--- src/rtl/hud_snapshot_reader.sv ---
// Purpose : once per frame, sweep the display words of the game register RAM into
//           staging regs, then commit them all at once so the drawer never shows a torn frame.
// Latency : frame_start at T -> reads T+1..T+25, commit_pulse/new outputs at T+26+READ_LATENCY.
// Backpr. : none; one read per cycle, frame_start outside IDLE is dropped and flagged via overrun.
//
// Ports:
//   CLK, RESET_n        clock, synchronous active-low reset
//   frame_start         vblank start pulse; accepted only in IDLE
//   ram_addr/ram_rd     RAM port-B read request (registered)
//   ram_rdata           read data, valid READ_LATENCY cycles after ram_rd
//   *_q                 committed words (0x000, 0x001, 0x016, 0x800, 0x801)
//   row_idx/row_data    committed board row lookup, 0 for row_idx >= NUM_ROWS
//   snapshot_valid      at least one commit since reset
//   commit_pulse        high in the cycle the committed outputs take new values
//   busy                high from the cycle after acceptance through the commit cycle
//   overrun             combinational: frame_start seen while not IDLE

module hud_snapshot_reader #(
    parameter int READ_LATENCY = 2,
    parameter int NUM_ROWS     = 20
) (
    input  logic        CLK,
    input  logic        RESET_n,
    input  logic        frame_start,
    output logic [11:0] ram_addr,
    output logic        ram_rd,
    input  logic [31:0] ram_rdata,
    output logic [31:0] level_lines_q,
    output logic [31:0] score_q,
    output logic [31:0] next_q,
    output logic [31:0] palette_q,
    output logic [31:0] window_q,
    input  logic [4:0]  row_idx,
    output logic [31:0] row_data,
    output logic        snapshot_valid,
    output logic        commit_pulse,
    output logic        busy,
    output logic        overrun
);

    // Word index layout: 0 level/lines, 1 score, 2..NUM_ROWS+1 rows,
    // NUM_ROWS+2 next piece, NUM_ROWS+3 palette, NUM_ROWS+4 window.
    localparam int         NUM_WORDS = NUM_ROWS + 5;
    localparam logic [4:0] LAST_IDX  = 5'(NUM_WORDS - 1);
    localparam int         NEXT_IDX  = NUM_ROWS + 2;
    localparam int         PAL_IDX   = NUM_ROWS + 3;
    localparam int         WIN_IDX   = NUM_ROWS + 4;

    typedef enum logic [1:0] {
        IDLE   = 2'd0,
        ISSUE  = 2'd1,
        DRAIN  = 2'd2,
        COMMIT = 2'd3
    } state_t;

    state_t      state;
    logic [4:0]  issue_idx;

    // Read-return tracking: {valid, index} travels alongside each outstanding read.
    logic        pipe_vld [READ_LATENCY];
    logic [4:0]  pipe_idx [READ_LATENCY];
    logic        tail_vld;
    logic [4:0]  tail_idx;
    logic        last_back;

    logic [31:0] stage_q   [NUM_WORDS];
    logic [31:0] stage_nxt [NUM_WORDS];
    logic [31:0] commit_q  [NUM_WORDS];

    // Index-to-address map; words 0x017..0x01B are never generated.
    function automatic logic [11:0] word_addr(input logic [4:0] idx);
        if (idx == 5'(PAL_IDX))
            return 12'h800;
        else if (idx == 5'(WIN_IDX))
            return 12'h801;
        else
            return {7'd0, idx};
    endfunction

    assign tail_vld  = pipe_vld[READ_LATENCY-1];
    assign tail_idx  = pipe_idx[READ_LATENCY-1];
    // Reads return in order, so the last index coming back means nothing is outstanding.
    assign last_back = tail_vld && (tail_idx == LAST_IDX);

    // Staging with the returning word folded in. The commit copies this view so the
    // final word lands in the committed regs on the same edge it is captured.
    always_comb begin
        for (int k = 0; k < NUM_WORDS; k++) begin
            stage_nxt[k] = stage_q[k];
            if (tail_vld && (tail_idx == 5'(k)))
                stage_nxt[k] = ram_rdata;
        end
    end

    always_ff @(posedge CLK) begin
        if (!RESET_n) begin
            state          <= IDLE;
            issue_idx      <= '0;
            ram_rd         <= 1'b0;
            ram_addr       <= '0;
            busy           <= 1'b0;
            commit_pulse   <= 1'b0;
            snapshot_valid <= 1'b0;
            for (int i = 0; i < READ_LATENCY; i++) begin
                pipe_vld[i] <= 1'b0;
                pipe_idx[i] <= '0;
            end
            for (int k = 0; k < NUM_WORDS; k++) begin
                stage_q[k]  <= '0;
                commit_q[k] <= '0;
            end
        end else begin
            pipe_vld[0] <= ram_rd;
            pipe_idx[0] <= issue_idx;
            for (int i = 1; i < READ_LATENCY; i++) begin
                pipe_vld[i] <= pipe_vld[i-1];
                pipe_idx[i] <= pipe_idx[i-1];
            end
            for (int k = 0; k < NUM_WORDS; k++)
                stage_q[k] <= stage_nxt[k];

            commit_pulse <= 1'b0;

            case (state)
                IDLE: begin
                    if (frame_start) begin
                        state     <= ISSUE;
                        issue_idx <= '0;
                        ram_rd    <= 1'b1;
                        ram_addr  <= word_addr(5'd0);
                        busy      <= 1'b1;
                    end
                end
                ISSUE: begin
                    if (issue_idx == LAST_IDX) begin
                        state    <= DRAIN;
                        ram_rd   <= 1'b0;
                        ram_addr <= '0;
                    end else begin
                        issue_idx <= issue_idx + 5'd1;
                        ram_addr  <= word_addr(issue_idx + 5'd1);
                    end
                end
                DRAIN: begin
                    if (last_back) begin
                        state          <= COMMIT;
                        commit_pulse   <= 1'b1;
                        snapshot_valid <= 1'b1;
                        for (int k = 0; k < NUM_WORDS; k++)
                            commit_q[k] <= stage_nxt[k];
                    end
                end
                COMMIT: begin
                    state <= IDLE;
                    busy  <= 1'b0;
                end
                default: begin
                    state  <= IDLE;
                    ram_rd <= 1'b0;
                    busy   <= 1'b0;
                end
            endcase
        end
    end

    // Any frame_start outside IDLE (including the commit cycle) is dropped.
    assign overrun = frame_start && (state != IDLE);

    assign level_lines_q = commit_q[0];
    assign score_q       = commit_q[1];
    assign next_q        = commit_q[NEXT_IDX];
    assign palette_q     = commit_q[PAL_IDX];
    assign window_q      = commit_q[WIN_IDX];

    always_comb begin
        row_data = '0;
        for (int r = 0; r < NUM_ROWS; r++) begin
            if (row_idx == 5'(r))
                row_data = commit_q[r+2];
        end
    end

endmodule
--- config.mk ---
export PLATFORM = sky130hd
export DESIGN_NAME = hud_snapshot_reader
export DESIGN_NICKNAME = d
export VERILOG_FILES = /design/src/rtl/hud_snapshot_reader.sv
export SDC_FILE = /design/constraint.sdc
export NUM_CORES = 2
export LEC_CHECK = 0
export CAP_MARGIN = 20
export CORE_ASPECT_RATIO = 2
export CORE_UTILIZATION = 40
export CTS_CLUSTER_DIAMETER = 30
export CTS_CLUSTER_SIZE = 25
export DETAILED_ROUTE_END_ITERATION = 8
export SETUP_SLACK_MARGIN = 0.4
export SLEW_MARGIN = 20
export SYNTH_ARGS = -nofsm -noshare
export SYNTH_HDL_FRONTEND = slang
export SYNTH_SLANG_ARGS = --single-unit
--- constraint.sdc ---
create_clock -name CLK -period 28 [get_ports CLK]
set_input_delay 4.2 -clock CLK [delete_from_list [all_inputs] [get_ports CLK]]
set_output_delay 4.2 -clock CLK [all_outputs]
set_load 0.03 [all_outputs]
# [Yosys cells after proc, flatten, opt, wreduce, memory -nomap -nowiden]
# Memories as Yosys holds them, arrays and structs flattened.
# Index checks and enable logic that the tools add are counted.
[classes] muxes=121 order_cmp=0 eq_ne=53 shifts=0 n_addsub=1 bitwise_logic=54 multipliers=0 div=0 reduce_logical=38
[op_table] operator="$mux 32" count=95
[op_table] operator="$eq 5x4->1 const B" count=16
[op_table] operator="$eq 5x5->1 const B" count=16
[op_table] operator="$or 1x1->1" count=54
[op_table] operator="$mux 12" count=4
[op_table] operator="$eq 5x3->1 const B" count=8
[op_table] operator="$logic_and 1x1->1" count=26
[op_table] operator="$pmux 12 s2" count=1
[op_table] operator="$eq 5x2->1 const B" count=4
[op_table] operator="$mux 5" count=4
[op_table] operator="$eq 5x1->1 const B" count=2
[op_table] operator="$logic_not 5->1" count=2
[op_table] operator="$mux 1" count=10
[op_table] operator="$pmux 5 s2" count=1
[op_table] operator="$reduce_and 3->1" count=3
[op_table] operator="$ne 2x2->1 const B" count=4
[op_table] operator="$pmux 2 s4" count=1
[op_table] operator="$mux 2" count=3
[op_table] operator="$reduce_and 2->1" count=3
[op_table] operator="$reduce_bool 2->1" count=3
[op_table] operator="$add 5x1->5 const B" count=1
[op_table] operator="$eq 2x2->1 const B" count=2
[op_table] operator="$pmux 1 s2" count=2
[op_table] operator="$eq 2x1->1 const B" count=1
[op_table] operator="$logic_not 2->1" count=1
[word_totals] mem_bits_rw=1612 latchBits=0 n_memories=4 word_cells=278 regBits=23 rom_bits=0
[mem_list] name="commit_q" depth=25 word_bits=32 rd=25 rd_clocked_by_memory_dff=0 wr=25 line="68" source="logic [31:0] commit_q [NUM_WORDS];"
[mem_list] name="stage_q" depth=25 word_bits=32 rd=25 rd_clocked_by_memory_dff=0 wr=25 line="66" source="logic [31:0] stage_q [NUM_WORDS];"
[mem_list] name="pipe_idx" depth=2 word_bits=5 rd=2 rd_clocked_by_memory_dff=0 wr=2 line="61" source="logic [4:0] pipe_idx [READ_LATENCY];"
[mem_list] name="pipe_vld" depth=2 word_bits=1 rd=2 rd_clocked_by_memory_dff=0 wr=2 line="60" source="logic pipe_vld [READ_LATENCY];"

# [Logic depth before layout (Yosys ltp)]
[depth] ltp_word=21 ltp_mapped=10 ltp_nobuf=8

# [Least setup slack after synthesis]
# Ideal clock, no wire load.
[synth_path] path_type="in2reg" start="input RESET_n" end="memory commit_q[0][0] (enable)" required_time_ns=26.681 setup_slack_ns=4.065 path_stages=3 arrival_ns=22.616 setup_time_ns=1.319 cell_sequence="clkbuf_1 clkbuf_1 nand2b_1"
[synth_lines] element="start, declared" line="23" source="input logic RESET_n,"
[synth_lines] element="end, declared" line="68"

# [Final worst setup path]
[layout_path] start="input row_idx[3]" end="output row_data[22]"
[layout_between] elab_chain_cells=21 elab_cells_between_ends=40 cone_classes="eq/ne: 19; mux: 20; reduce/logical: 1"
[layout_rtl] element="start, declared" line="33" source="input logic [4:0] row_idx,"
[layout_rtl] element="$logic_not 5->1" line="178" source="if (row_idx == 5'(r))"
[layout_rtl] element="$mux 32 (19 in series)" line="178"
[layout_rtl] element="$mux 32 *" line="178"
[layout_rtl] element="end, declared" line="34" source="output logic [31:0] row_data,"
# Every way passes the cells marked *; elsewhere a longest branch is shown, timed or not.

==> results.cfg <==
[status]
status = finished, final reports clean

[die]
ioPinCount = 249
die_area_um2 = 168000
dieWidth_um = 291
core-area_um2 = 165000
start_util_pct = 40.3
die_h_um = 579
floorplan.rows = 211

[placed_design]
postPlaceCellArea_um2 = 69500
post-dp-hpwl_um = 139000
dp_worst_setup_slack_ps = 15150
placement.io_buffers = 242
gp_congestion = 0.977
placed_cells = 7705

[routing]
first_iter_violations = 4003
dr.pass1.iters = 8
vias_per_cell = 5.49
drc = 0
route.antenna.remaining_nets = 0
dr_total_vias = 44383
wire_per_inst_um = 28.2
drt-total-wl_um = 228000

[yosys]
sequential_to_total_area_share_from_yosys_stat_pct = 61.0
synth_ff_type = sky130_fd_sc_hd__dfxtp_1
asyncSetResetFlopFracSynth_pct = 0
postSynthCellCount = 5830
ys_seq_elements = 1629
synth_area_leaders = sky130_fd_sc_hd__edfxtp_1, sky130_fd_sc_hd__dfxtp_1, sky130_fd_sc_hd__mux2i_1
yosys.area.top_type_share_pct = 36.0
synth_edf_count = 800
largest_area_contributor_in_the_netlist = sky130_fd_sc_hd__edfxtp_1
number_of_unique_standard_cell_types_used_by_synthesis = 79
syn-cell-area_um2 = 66600
synthesis.yosys.warnings = 0
syn_avg_cell_area_um2 = 11.4

[layout]
post_layout_nonfiller_instances = 8091
final_nets = 5832
final_core_util_pct = 46.2
post_route_cells_drive_above_1_share_pct = 9.89
final_cell_area_um2 = 76400
fillerInstances = 15022
most_frequent_standard_cell_in_the_layout_excluding_fill_and_tap_cells = sky130_fd_sc_hd__dfxtp_1
most-common-layout-cells = sky130_fd_sc_hd__dfxtp_1, sky130_fd_sc_hd__edfxtp_1, sky130_fd_sc_hd__nand2_1, sky130_fd_sc_hd__and2_1, sky130_fd_sc_hd__mux2i_1
areaGrowthSynthToFinish_pct = 14.7

[timing]
tightestPinTransition_ps = 1140
slew_headroom_pct = 23.4
whs_ps = 438
hold_viol = 0
final.setup.tns_ps = 0
final_critical_path_setup_slack_ps = 14760
final_max_slew_viols = 0
fin_skew_ps = 70.9
rsz0062_at_grt = no
min_period_over_period_pct = 47.3
fmax_mhz = 75.5
layout_min_cycle_time_ps = 13240
finalSetupViolations = 0

[cts]
clk_pin_slew_worst_paths_ps = 60
clock_sinks = 1629
clk-insertion-delay-late_ps = 860
cts_htree_levels = 4
cts_setup_buffers = 0
clk_root_buffer_cell = sky130_fd_sc_hd__clkbuf_16
clk_path_buf_depth = 4
cts_hold_buffers = 0
tritoncts = yes
clock_buffer_count_from_cts = 208
ctsResizeCount = 0

[power_and_ir_drop]
p_per_cell_area_nw_per_um2 = 73.5
total_power_mw = 5.62
p_int_mw = 4.22
p_clk_share_pct = 47.7
power.switching_mw = 1.40
combPwrFrac_pct = 6.1
max-vdd-ir-drop_mv = 0.0491
sw_frac_of_total_pct = 24.9
leakagePower_nw = 26.9
seqPwrFrac_pct = 46.2

[worst_setup_path]
worst_r2r_startpoint = pipe_idx[0][8]
timing_worst_setup_path_type = in2out
critical_path.reg2reg.endpoint = commit_q[3][103]
crit_path_max_fanout = 25
crit_chain = clkdlybuf4s50_1 > buf_4 > nand2b_1 > nor3_1 > a222oi_1 > a21oi_1 > nor3_1 > o31ai_1 > clkdlybuf4s50_1
critical_path.slowest_cell = sky130_fd_sc_hd__nor3_1
max_stage_delay_ps = 880
worst_setup_path_start_kind = input port
r2r_setup_slack_ps = 21350
worstSetupEndpointType = output port
worstPathArrival_ps = 9040
r2r_worst_path_depth = 9
crit_required_ps = 23800

[grt]
via_count_of_the_first_global_routing_pass = 43528
grt_pass1_wl_um = 322000
groute.usage.overall_pct = 26.6
grt_max_degree = 169
antenna_found_initial = 14
grt_overflow_total = 0

[job]
maxCapViolCount = 0

[min_path]
hold_path_end = pipe_idx[0][7]
holdPathStages = 1
hold_crit_path_type = reg2reg
holdCritStartpoint = pipe_idx[0][2]
==> cells in the mapped netlist, types with 10 or more instances <==
cell and number:
sky130_fd_sc_hd__mux2i_1 450, sky130_fd_sc_hd__dfxtp_1 829, sky130_fd_sc_hd__a21boi_0 416, sky130_fd_sc_hd__nor2b_1 405, sky130_fd_sc_hd__mux2_2 12, sky130_fd_sc_hd__o211ai_1 12
sky130_fd_sc_hd__buf_2 93, sky130_fd_sc_hd__nor2_1 83, sky130_fd_sc_hd__clkbuf_1 327, sky130_fd_sc_hd__edfxtp_1 800, sky130_fd_sc_hd__buf_1 10, sky130_fd_sc_hd__a211oi_1 19
sky130_fd_sc_hd__a21oi_1 108, sky130_fd_sc_hd__a21o_1 12, sky130_fd_sc_hd__inv_1 12, sky130_fd_sc_hd__a221o_1 11, sky130_fd_sc_hd__o221ai_1 19, sky130_fd_sc_hd__nand2_1 743
sky130_fd_sc_hd__or3_1 16, sky130_fd_sc_hd__nand2b_1 18, sky130_fd_sc_hd__a221oi_1 18, sky130_fd_sc_hd__a22oi_1 37, sky130_fd_sc_hd__o2bb2ai_1 12, sky130_fd_sc_hd__buf_4 189
sky130_fd_sc_hd__o21ai_0 100, sky130_fd_sc_hd__nor3_1 34, sky130_fd_sc_hd__o22ai_1 55, sky130_fd_sc_hd__nand3_1 214, sky130_fd_sc_hd__and2_1 596, sky130_fd_sc_hd__a222oi_1 11
==> power by group through the flow <==
stage	Sequential (mW)	Clock, mW	Combinational, mW
after floorplan	2.68	0	0.190
after global placement	2.65	0	0.339
after detailed placement	2.65	0	0.341
after CTS	2.60	2.71	0.342
after global routing	2.60	2.80	0.354
final	2.60	2.68	0.343
==> worst max path at each step <==
stage                     depth (start not counted)             end       start  slack, ps
after floorplan                                   3  commit_q[0][0]     RESET_n       4060
after global placement                            9    row_data[22]  row_idx[3]      15180
after detailed placement                          9    row_data[22]  row_idx[3]      15150
after CTS                                         9    row_data[22]  row_idx[3]      15130
after global routing                              9    row_data[22]  row_idx[3]      14710
final                                             9    row_data[22]  row_idx[3]      14760
==> logic make-up (layout without fill, tap and decap cells) <==
group / Yosys count / after routing / share of synthesized area, %
buffers and inverters: 640 / 759 / 4.92
AOI/OAI and AO/OA: 913 / 913 / 9.69
adders and majority gates: 7 / 7 / 0.131
muxes: 471 / 471 / 7.27
and+or+nand+nor: 2167 / 2167 / 17.0
xor gates and xnor gates: 2 / 2 / 0.0263
other: 1 / 13 / 0.00563
DFF: 1629 / 1629 / 61.0
==> state kept, by name, summed over array words and instances (netlist names) <==
| register | count |
|---|---|
| busy | 1 |
| commit_pulse | 1 |
| commit_q | 800 |
| issue_idx | 5 |
| pipe_idx | 10 |
| pipe_vld | 2 |
| ram_addr | 6 |
| ram_rd | 1 |
| snapshot_valid | 1 |
| stage_q | 800 |
| state | 2 |
==> per-layer routing <==
layer	share of wire [%]	track usage, %	up-vias
met2	50	46.5	1738
met5	0.011	0	-
met1	36	29.3	22079
li1	-	-	19984
met3	5.3	3.54	578
met4	8.4	20.0	4
==> critical path: cells and delay by family <==
family	cells	cell delay [ps]
AO/OA/AOI/OAI	3	1740
AND/OR/NAND/NOR	3	1590
buffers and inverters	3	1470
==> final cells by class <==
| type | instances | area [um^2] | share of cell area, % |
|---|---|---|---|
| flip-flops and latches | 1629 | 40600 | 53.1 |
| repair buffers | 366 | 3220 | 4.21 |
| clock inverters | 138 | 1470 | 1.93 |
| multi-input cells | 3566 | 22900 | 30.0 |
| clock buffers | 241 | 5450 | 7.13 |
| inverters | 14 | 52.6 | 0.0688 |
| well taps | 2130 | 2670 | 3.49 |
| diodes | 7 | 17.5 | 0.0229 |
(Power assumes the default switching activity.)
